**config.mk**
```make
export PLATFORM = sky130hd
export DESIGN_NAME = multicycle_main_ctrl_flat
export DESIGN_NICKNAME = d
export VERILOG_FILES = /design/src/rtl/multicycle_main_ctrl_pkg.sv /design/src/rtl/multicycle_main_ctrl_if.sv /design/src/rtl/multicycle_main_ctrl_mem_wait_timer.sv /design/src/rtl/multicycle_main_ctrl.sv /design/src/flat_wrapper.sv
export SDC_FILE = /design/constraint.sdc
export NUM_CORES = 1
export LEC_CHECK = 0
export ABC_AREA = 1
export BUFFER_PORTS_ARGS = -buffer_cell sky130_fd_sc_hd__buf_2
export CAP_MARGIN = 20
export CORE_AREA = 5 5 53 55
export DETAILED_ROUTE_END_ITERATION = 10
export DIE_AREA = 0 0 58 60
export HOLD_SLACK_MARGIN = 0.1
export PLACE_DENSITY = 0.74
export SKIP_CTS_REPAIR_TIMING = 1
export SYNTH_ARGS = -nofsm -noshare
export SYNTH_HDL_FRONTEND = slang
export SYNTH_SLANG_ARGS = --single-unit
```
**constraint.sdc**
```tcl
create_clock -name clk -period 1.8 [get_ports clk]
set_clock_uncertainty 0.1 [all_clocks]
set_input_delay 0.27 -clock clk [delete_from_list [all_inputs] [get_ports clk]]
set_output_delay 0.27 -clock clk [all_outputs]
set_load 0.01 [all_outputs]
```
**src/rtl/multicycle_main_ctrl_pkg.sv**
```systemverilog
// Shared encodings for the multi-cycle RV32I main controller: opcodes, FSM states,
// ALU op / operand select codes and the bundled control-output record.
package riscv_ctrl_pkg;

    localparam logic [6:0] OP_R      = 7'b0110011;
    localparam logic [6:0] OP_IMM    = 7'b0010011;
    localparam logic [6:0] OP_LOAD   = 7'b0000011;
    localparam logic [6:0] OP_STORE  = 7'b0100011;
    localparam logic [6:0] OP_BRANCH = 7'b1100011;

    typedef enum logic [2:0] {
        ST_RST    = 3'd0,
        ST_FETCH  = 3'd1,
        ST_DECODE = 3'd2,
        ST_EXEC   = 3'd3,
        ST_MEMACC = 3'd4,
        ST_WB     = 3'd5,
        ST_FAULT  = 3'd6
    } state_t;

    localparam logic [1:0] ALUOP_ADD   = 2'b00;
    localparam logic [1:0] ALUOP_SUB   = 2'b01;
    localparam logic [1:0] ALUOP_FUNCT = 2'b10;

    localparam logic [1:0] SRCA_PC    = 2'd0;
    localparam logic [1:0] SRCA_RS1   = 2'd1;
    localparam logic [1:0] SRCA_OLDPC = 2'd2;

    localparam logic [1:0] SRCB_RS2  = 2'd0;
    localparam logic [1:0] SRCB_FOUR = 2'd1;
    localparam logic [1:0] SRCB_IMM  = 2'd2;

    typedef struct packed {
        logic       mem_req;
        logic       mem_we;
        logic       iord;
        logic       ir_we;
        logic       pc_we;
        logic       pc_src;
        logic [1:0] alu_src_a;
        logic [1:0] alu_src_b;
        logic [1:0] alu_op;
        logic       reg_we;
        logic       mem_to_reg;
        logic       retire;
        logic       fault;
    } ctrl_out_t;

    function automatic logic is_legal_op(input logic [6:0] op);
        case (op)
            OP_R, OP_IMM, OP_LOAD, OP_STORE, OP_BRANCH: return 1'b1;
            default:                                     return 1'b0;
        endcase
    endfunction

endpackage

```
**src/rtl/multicycle_main_ctrl_if.sv**
```systemverilog
// Controller <-> datapath/memory bundle: decode inputs, handshake and all control strobes.
interface multicycle_main_ctrl_if;

    logic [6:0] opcode;
    logic       alu_zero;
    logic       mem_ready;
    logic       mem_req;
    logic       mem_we;
    logic       iord;
    logic       ir_we;
    logic       pc_we;
    logic       pc_src;
    logic [1:0] alu_src_a;
    logic [1:0] alu_src_b;
    logic [1:0] alu_op;
    logic       reg_we;
    logic       mem_to_reg;
    logic       retire;
    logic       fault;

    modport master (
        input  opcode, alu_zero, mem_ready,
        output mem_req, mem_we, iord, ir_we, pc_we, pc_src,
               alu_src_a, alu_src_b, alu_op, reg_we, mem_to_reg, retire, fault
    );

    modport slave (
        output opcode, alu_zero, mem_ready,
        input  mem_req, mem_we, iord, ir_we, pc_we, pc_src,
               alu_src_a, alu_src_b, alu_op, reg_we, mem_to_reg, retire, fault
    );

endinterface

```
**src/rtl/multicycle_main_ctrl_mem_wait_timer.sv**
```systemverilog
// Counts cycles spent waiting on mem_ready; expired flags that the wait limit is reached.
module mem_wait_timer #(
    parameter int unsigned MEM_TIMEOUT = 255
) (
    input  logic clk,
    input  logic rst_n,
    input  logic clear,
    input  logic run,
    output logic expired
);

    logic [7:0] r_count;

    // NOTE: state is updated with non-blocking assignments so every flop samples pre-edge values.
    always_ff @(posedge clk or negedge rst_n) begin
        if (!rst_n) begin
            r_count <= '0;
        end else if (clear) begin
            r_count <= '0;
        end else if (run) begin
            r_count <= r_count + 8'd1;
        end
    end

    assign expired = (r_count == 8'(MEM_TIMEOUT));

endmodule

```
**src/rtl/multicycle_main_ctrl.sv**
```systemverilog
// Main control FSM of the multi-cycle RV32I core: sequences FETCH/DECODE/EXEC/MEMACC/WB
// over a shared ALU and memory port, with a bounded wait on the memory handshake.
module multicycle_main_ctrl
    import riscv_ctrl_pkg::*;
#(
    parameter int unsigned MEM_TIMEOUT = 255
) (
    input  logic                  clk,
    input  logic                  rst_n,
    multicycle_main_ctrl_if.master bus
);

    state_t     r_state;
    logic [6:0] r_op_q;
    ctrl_out_t  w_out;
    logic       w_waiting;
    logic       w_run;
    logic       w_expired;

    // The counter only advances while a memory request is outstanding and unanswered;
    // holding it clear elsewhere means it is already zero on entry to FETCH/MEMACC.
    assign w_waiting = (r_state == ST_FETCH) || (r_state == ST_MEMACC);
    assign w_run     = w_waiting && !bus.mem_ready;

    mem_wait_timer #(.MEM_TIMEOUT(MEM_TIMEOUT)) u_timer (
        .clk     (clk),
        .rst_n   (rst_n),
        .clear   (!w_run),
        .run     (w_run),
        .expired (w_expired)
    );

    always_ff @(posedge clk or negedge rst_n) begin
        if (!rst_n) begin
            r_state <= ST_RST;
            r_op_q  <= '0;
        end else begin
            case (r_state)
                ST_RST:    r_state <= ST_FETCH;
                ST_FETCH: begin
                    if (bus.mem_ready)  r_state <= ST_DECODE;
                    else if (w_expired) r_state <= ST_FAULT;
                end
                ST_DECODE: begin
                    r_op_q  <= bus.opcode;
                    r_state <= is_legal_op(bus.opcode) ? ST_EXEC : ST_FAULT;
                end
                ST_EXEC: begin
                    case (r_op_q)
                        OP_R, OP_IMM:      r_state <= ST_WB;
                        OP_LOAD, OP_STORE: r_state <= ST_MEMACC;
                        default:           r_state <= ST_FETCH;
                    endcase
                end
                ST_MEMACC: begin
                    if (bus.mem_ready)  r_state <= (r_op_q == OP_STORE) ? ST_FETCH : ST_WB;
                    else if (w_expired) r_state <= ST_FAULT;
                end
                ST_WB:     r_state <= ST_FETCH;
                default:   r_state <= ST_FAULT;
            endcase
        end
    end

    // NOTE: w_out gets a full default before the case so no output can infer a latch.
    always_comb begin
        w_out = '0;
        case (r_state)
            ST_FETCH: begin
                w_out.mem_req   = 1'b1;
                w_out.alu_src_a = SRCA_PC;
                w_out.alu_src_b = SRCB_FOUR;
                w_out.alu_op    = ALUOP_ADD;
                w_out.ir_we     = bus.mem_ready;
                w_out.pc_we     = bus.mem_ready;
            end
            ST_DECODE: begin
                w_out.alu_src_a = SRCA_OLDPC;
                w_out.alu_src_b = SRCB_IMM;
                w_out.alu_op    = ALUOP_ADD;
            end
            ST_EXEC: begin
                w_out.alu_src_a = SRCA_RS1;
                case (r_op_q)
                    OP_R: begin
                        w_out.alu_src_b = SRCB_RS2;
                        w_out.alu_op    = ALUOP_FUNCT;
                    end
                    OP_BRANCH: begin
                        w_out.alu_src_b = SRCB_RS2;
                        w_out.alu_op    = ALUOP_SUB;
                        w_out.pc_we     = bus.alu_zero;
                        w_out.pc_src    = 1'b1;
                        w_out.retire    = 1'b1;
                    end
                    // ADDI must not use funct decoding: Inst[30] is an immediate bit there.
                    default: begin
                        w_out.alu_src_b = SRCB_IMM;
                        w_out.alu_op    = ALUOP_ADD;
                    end
                endcase
            end
            ST_MEMACC: begin
                w_out.mem_req = 1'b1;
                w_out.iord    = 1'b1;
                w_out.mem_we  = (r_op_q == OP_STORE);
                w_out.retire  = bus.mem_ready && (r_op_q == OP_STORE);
            end
            ST_WB: begin
                w_out.reg_we     = 1'b1;
                w_out.mem_to_reg = (r_op_q == OP_LOAD);
                w_out.retire     = 1'b1;
            end
            ST_FAULT: w_out.fault = 1'b1;
            default:  w_out = '0;
        endcase
    end

    assign bus.mem_req    = w_out.mem_req;
    assign bus.mem_we     = w_out.mem_we;
    assign bus.iord       = w_out.iord;
    assign bus.ir_we      = w_out.ir_we;
    assign bus.pc_we      = w_out.pc_we;
    assign bus.pc_src     = w_out.pc_src;
    assign bus.alu_src_a  = w_out.alu_src_a;
    assign bus.alu_src_b  = w_out.alu_src_b;
    assign bus.alu_op     = w_out.alu_op;
    assign bus.reg_we     = w_out.reg_we;
    assign bus.mem_to_reg = w_out.mem_to_reg;
    assign bus.retire     = w_out.retire;
    assign bus.fault      = w_out.fault;

endmodule

```
**src/flat_wrapper.sv**
```systemverilog
// flat-port wrapper written by rule: the top's interface ports become plain ports
module multicycle_main_ctrl_flat import riscv_ctrl_pkg::*;
#(
    parameter int unsigned MEM_TIMEOUT = 255
)
  (clk, rst_n, bus_opcode, bus_alu_zero, bus_mem_ready, bus_mem_req, bus_mem_we, bus_iord, bus_ir_we, bus_pc_we, bus_pc_src, bus_alu_src_a, bus_alu_src_b, bus_alu_op, bus_reg_we, bus_mem_to_reg, bus_retire, bus_fault);
  multicycle_main_ctrl_if bus_i ();
  input  logic clk;
  input  logic rst_n;
  input wire logic [$bits(bus_i.opcode)-1:0] bus_opcode;
  input wire logic [$bits(bus_i.alu_zero)-1:0] bus_alu_zero;
  input wire logic [$bits(bus_i.mem_ready)-1:0] bus_mem_ready;
  output wire logic [$bits(bus_i.mem_req)-1:0] bus_mem_req;
  output wire logic [$bits(bus_i.mem_we)-1:0] bus_mem_we;
  output wire logic [$bits(bus_i.iord)-1:0] bus_iord;
  output wire logic [$bits(bus_i.ir_we)-1:0] bus_ir_we;
  output wire logic [$bits(bus_i.pc_we)-1:0] bus_pc_we;
  output wire logic [$bits(bus_i.pc_src)-1:0] bus_pc_src;
  output wire logic [$bits(bus_i.alu_src_a)-1:0] bus_alu_src_a;
  output wire logic [$bits(bus_i.alu_src_b)-1:0] bus_alu_src_b;
  output wire logic [$bits(bus_i.alu_op)-1:0] bus_alu_op;
  output wire logic [$bits(bus_i.reg_we)-1:0] bus_reg_we;
  output wire logic [$bits(bus_i.mem_to_reg)-1:0] bus_mem_to_reg;
  output wire logic [$bits(bus_i.retire)-1:0] bus_retire;
  output wire logic [$bits(bus_i.fault)-1:0] bus_fault;
  assign bus_i.opcode = bus_opcode;
  assign bus_i.alu_zero = bus_alu_zero;
  assign bus_i.mem_ready = bus_mem_ready;
  assign bus_mem_req = bus_i.mem_req;
  assign bus_mem_we = bus_i.mem_we;
  assign bus_iord = bus_i.iord;
  assign bus_ir_we = bus_i.ir_we;
  assign bus_pc_we = bus_i.pc_we;
  assign bus_pc_src = bus_i.pc_src;
  assign bus_alu_src_a = bus_i.alu_src_a;
  assign bus_alu_src_b = bus_i.alu_src_b;
  assign bus_alu_op = bus_i.alu_op;
  assign bus_reg_we = bus_i.reg_we;
  assign bus_mem_to_reg = bus_i.mem_to_reg;
  assign bus_retire = bus_i.retire;
  assign bus_fault = bus_i.fault;
  multicycle_main_ctrl #(.MEM_TIMEOUT(MEM_TIMEOUT)) u_core (.clk(clk), .rst_n(rst_n), .bus(bus_i));
endmodule
```
Word-level counts from Yosys, hierarchy flattened
Cells that the tools add are included.

Bits in registers: 18. Bits of input ports: 11. Output and inout bits: 16. Word-level logic and storage cells: 53.

Add/sub/neg operators: 1. Equal/unequal tests: 17. Multiplexer cells: 22. Reductions and logical operators: 10.

Operator list (number): $eq 7x6->1 const B (4); $pmux 6 s3 (1); $mux 3 (5); $pmux 3 s5 (1); $eq 7x2->1 const B (2); $eq 7x5->1 const B (2); $eq 7x7->1 const B (2); $eq 3x3->1 const B (3); $add 8x1->8 const B (1); $eq 8x8->1 const B (1); $mux 8 (1); $pmux 4 s2 (1); $reduce_or 2->1 (4); $mux 1 (7); $eq 3x2->1 const B (2); $mux 2 (3); $pmux 3 s2 (1); $reduce_or 5->1 (1); $eq 3x1->1 const B (1); $logic_not 3->1 (1); $pmux 1 s3 (1); $logic_and 1x1->1 (2); $pmux 1 s2 (1); $logic_not 1->1 (1); $logic_or 1x1->1 (1).

Longest topological paths before layout
Word-level depth: 6. Depth in mapped cells: 8. Depth with buffers taken out: 8.

Modules after synthesis
From an unflattened synthesis, not the netlist that was laid out.

Cells, all modules: 169. Area, all modules: 1188.6 um^2.

By module, submodules not included: multicycle_main_ctrl (times used 1, cells each 108, area each 745.7 um^2, seq. area each 250.2 um^2); mem_wait_timer (times used 1, cells each 61, area each 442.9 um^2, seq. area each 200.2 um^2).

Worst setup path after synthesis
Ideal clock, no wire load.

Kind: register -> output. Start: register u_core.r_state[2]. End: output bus_mem_to_reg. Arrival time: 1.136 ns. Data required time: 1.430 ns. Slack: 0.294 ns. Stages on the path, launching flop included: 5. Buffers on the path: 0. Cells stage by stage: dfrtp_1 inv_2 nor3_2 inv_2 nor4_2.

Longest elaborated chain between the ends: 2.

RTL lines: start, declared (RTL line multicycle_main_ctrl.sv:13) `state_t r_state;`; start signal, assigned (RTL line multicycle_main_ctrl.sv:46) `r_state <= is_legal_op(bus.opcode) ? ST_EXEC : ST_FAULT;`; start signal, assigned (RTL line multicycle_main_ctrl.sv:56) `if (bus.mem_ready) r_state <= (r_op_q == OP_STORE) ? ST_FETCH : ST_WB;`; $eq 3x3->1 (RTL line multicycle_main_ctrl.sv:68) `case (r_state)`; $mux 2 (RTL line multicycle_main_ctrl.sv:68); end, declared (RTL line flat_wrapper.sv:23) `output wire logic [$bits(bus_i.mem_to_reg)-1:0] bus_mem_to_reg;`.

No other way between the ends.

Worst setup path after layout
Start: register u_core.r_state[1]. End: output bus_alu_op[1].

Longest elaborated chain between the ends: 2.

RTL lines: $eq 3x2->1 / $eq 3x1->1 (equally long branches) (RTL line multicycle_main_ctrl.sv:68); $pmux 6 s3 (*) (RTL line multicycle_main_ctrl.sv:68); end, declared (RTL line flat_wrapper.sv:21) `output wire logic [$bits(bus_i.alu_op)-1:0] bus_alu_op;`.

Every way passes the cells marked *; elsewhere a longest branch is shown, timed or not.

==> flow_results.org <==
** Global route
- Via count of the first global-routing pass :: ~1000
- Global routing finished with a remaining overflow of 0.
- The number of antenna violations at the first check in global routing is 0.
- The first global-routing pass estimated 4130 µm of wire.
- Across every metal layer, demand over resource in global routing totals 0.151.
- Entering global routing, the biggest net connects 19 pins.

** Floorplanning
- The initial utilization of the core area, before any placement, comes to 0.474.
- Number of placed I/O pins :: 27
- The floorplan step defined a die boundary enclosing around 3500 µm².
- Measured along the x axis, the die boundary spans 58 µm.
- Vertical extent of the die :: 60 µm
- Area of the core :: approximately 2300 µm²
- Row count :: 18

** Timing
- Unrepaired setup endpoints after global routing :: yes
- Setup violations remaining at the end of the flow were counted as 1.
- Max-slew violation count :: 0
- Period Utilization, post-route :: 1.01
- Slew at the pin closest to its max-slew limit :: 422 ps
- After layout, the worst setup slack is -10.0 ps.
- Post-layout min period :: 1810 ps
- The worst pin sits at a relative slew slack of 0.718.
- Sum of negative setup slack :: -10.0 ps
- Timing would allow up to 0.552 GHz.
- The count of endpoints failing hold in the final timing report is 0.

** Critical path
- Worst EP required :: 1430 ps
- Critical Path AT :: 1440 ps
- Category of the critical setup timing path :: flip-flop to output port
- The worst register-to-register path begins at u_core.u_timer.r_count[0]$_DFF_PN0_.
- Kind of launch point of the worst setup path :: flip-flop
- Critical path capture point type :: output port
- The critical path starts at u_core.r_state[1]$_DFF_PN0_.
- In this run the worst path has a maximum fanout of 7.

** Layout
- The finished cells cover between 1000 and 1500 µm².
- Antenna diodes :: 0
- From synthesis to final layout, the design area changed by 30.2%.
- Once layout is complete, the utilization of the core stands at 0.618.
- Finished Layout Cells :: 221
- The layout has approximately 210 filler cells.
- Share of final-layout standard cells stronger than drive strength 1 :: 0.419
- Top library cells by usage in the layout, fill and taps aside :: nand2_1, buf_2, nor2_1
- At the end of the flow, the number of nets in the layout was 204.
- Leaving out fill and tap cells, the most frequent cell in the layout is nand2_1.

** Synth
- Mapped Area :: 1110 µm²
- Post-Synthesis Mean Instance Area :: around 7.4 µm²
- In the synthesized netlist, the number of instances is 150.
- Post-synth net total :: 162
- The share of the Yosys chip area taken by registers is 0.405.
- The Yosys step of the flow raised 0 warnings.
- The synthesized design contains 18 register bits.
- Synthesis instantiated 26 different standard cells from the library.

** Power and ir drop
- Power density of the placed cells :: 1430 nW/µm²
- Clock network power share :: 0.120
- Total leakage power :: approximately 0.00077 µW
- Net switching share of the total power :: 0.461
- Total design power :: 2070 µW
- Sequential power share :: 0.341
- Combinational group share of total power :: 0.539
- Int Power :: 1110 µW
- In this run the power spent charging and discharging nets is 953 µW.
- IR analysis of the VDD net gives a maximum drop of 0.000934 V.

** Status
- The flow ran to the end, but the final reports show violations.
- The checks that failed: setup timing.

** Drt
- Detail Route Antenna Nets :: 0
- DR vias/cell :: roughly 5.0
- The first detailed-routing pass ran for 4 iterations.
- Vias :: 1110
- Detail-routed net length per standard cell :: 12.2 µm
- Routed Wire Length :: 2690 µm
- The first routing iteration left 28 violations.
- DRC violations left :: 0

** Clocking
- Clock latency at the later pin of the worst-skew pair :: roughly 280 ps
- Clock tree from TritonCTS :: yes
- Inserted Clock Buffers :: 3
- Maximum buffer depth of the clock tree :: 2
- CTS built an H-tree with a depth of 1.
- The tree is rooted in a clkbuf_4.
- After clock tree synthesis, the clock-pin slew on the worst setup and hold paths is roughly 110 ps.
- Number of sinks driven by the clock tree :: 18

** Place
- Port Buffer Count :: 26
- In this run, placement finished with an instance count of 206.
- HPWL Detailed :: 2000 µm
- Routability congestion estimate :: 0.861
- Post-Place Cell Area :: between 1000 and 1500 µm²

** Min path
- Beginning of the worst hold path :: bus_opcode[1]
- Min-delay worst type :: input port to flip-flop

** Run
- Max-cap violations in this run came to 0.
-- critical path, stage by stage, from the launching register on --
cell	delay, ps
dfrtp_2	470
nand2_2	90
nor2_4	170
buf_4	140
inv_2	40
nor2_1	90
buf_2	140
-- registers in the layout, indices dropped and copies added, names as in the netlist --
name	flops
u_core.r_op_q	7
u_core.r_state	3
u_core.u_timer.r_count	8
-- final timing paths --
| check | end | slack, ps | depth (start not counted) |
|---|---|---|---|
| worst min-delay path | u_core.r_op_q[1]$_DFFE_PN0P_ | 80 | 3 |
| max in group asynchronous | u_core.r_state[1]$_DFF_PN0_ | 950 | 2 |
| worst max register to register | u_core.r_state[0]$_DFF_PN0_ | 300 | 8 |
| min in group asynchronous | u_core.u_timer.r_count[3]$_DFF_PN0_ | 340 | 2 |
| worst min register to register | u_core.u_timer.r_count[0]$_DFF_PN0_ | 360 | 1 |
| worst max-delay path | bus_alu_op[1] | -10 | 6 |
-- Yosys cell counts, drive strengths merged --
library cell,count,area (µm²)
o22ai,1,12.5
a21oi,4,20.0
nand3,13,80.1
buf,1,7.51
nand2,42,170
o21ai,9,48.8
nor4,1,12.5
nor2,26,115
nand4,2,27.5
xnor2,1,8.76
nor3,3,20.0
inv,25,93.8
ha,1,12.5
dfrtp,18,450
a31oi,1,6.26
nor3b,2,25.0
-- metrics by stage --
stage	worst slack [ps]	hold WS, ps
after CTS	-141	-191
after floorplan	294	-126
after global placement	198	116
after detailed placement	194	131
final	-10.0	83.6
after global routing	-78.5	103
-- cell families after synthesis --
logic type / Yosys count / share of synthesized area
adders and majority gates: 1 / 0.0113
and+or+nand+nor: 89 / 0.405
buffers and inverters: 26 / 0.0912
AOI/OAI and AO/OA: 15 / 0.0788
xor gates and xnor gates: 1 / 0.00788
DFF: 18 / 0.405
-- layout make-up --
class / count / area [µm²] / area share
Inverter: 25 / 96.3 / 0.0666
Timing Repair Buffer: 38 / 225 / 0.156
Tap cell: 30 / 37.5 / 0.0260
Sequential cell: 18 / 455 / 0.315
Clock buffer: 4 / 36.3 / 0.0251
Multi-Input combinational cell: 106 / 596 / 0.412
-- power groups by stage --
| stage | Combinational [µW] | Sequential [µW] | Clock, µW |
|---|---|---|---|
| final | 1110 | 705 | 249 |
| after global routing | 1250 | 718 | 277 |
| after CTS | 881 | 688 | 256 |
| after detailed placement | 882 | 693 | 0 |
| after global placement | 856 | 683 | 0 |
| after floorplan | 641 | 661 | 0 |
-- layer usage --
| metal | wire (µm) | track usage | up-vias | share of wire |
|---|---|---|---|---|
| li1 | - | - | 552 | - |
| met1 | 1110 | 0.177 | 516 | 0.41 |
| met2 | 1420 | 0.284 | 36 | 0.53 |
| met3 | 118 | 0.0238 | 6 | 0.044 |
| met4 | 46 | 0.0430 | 0 | 0.017 |
| met5 | 0 | 0 | - | 0 |
Note: power is estimated with default switching activity, not from simulation.
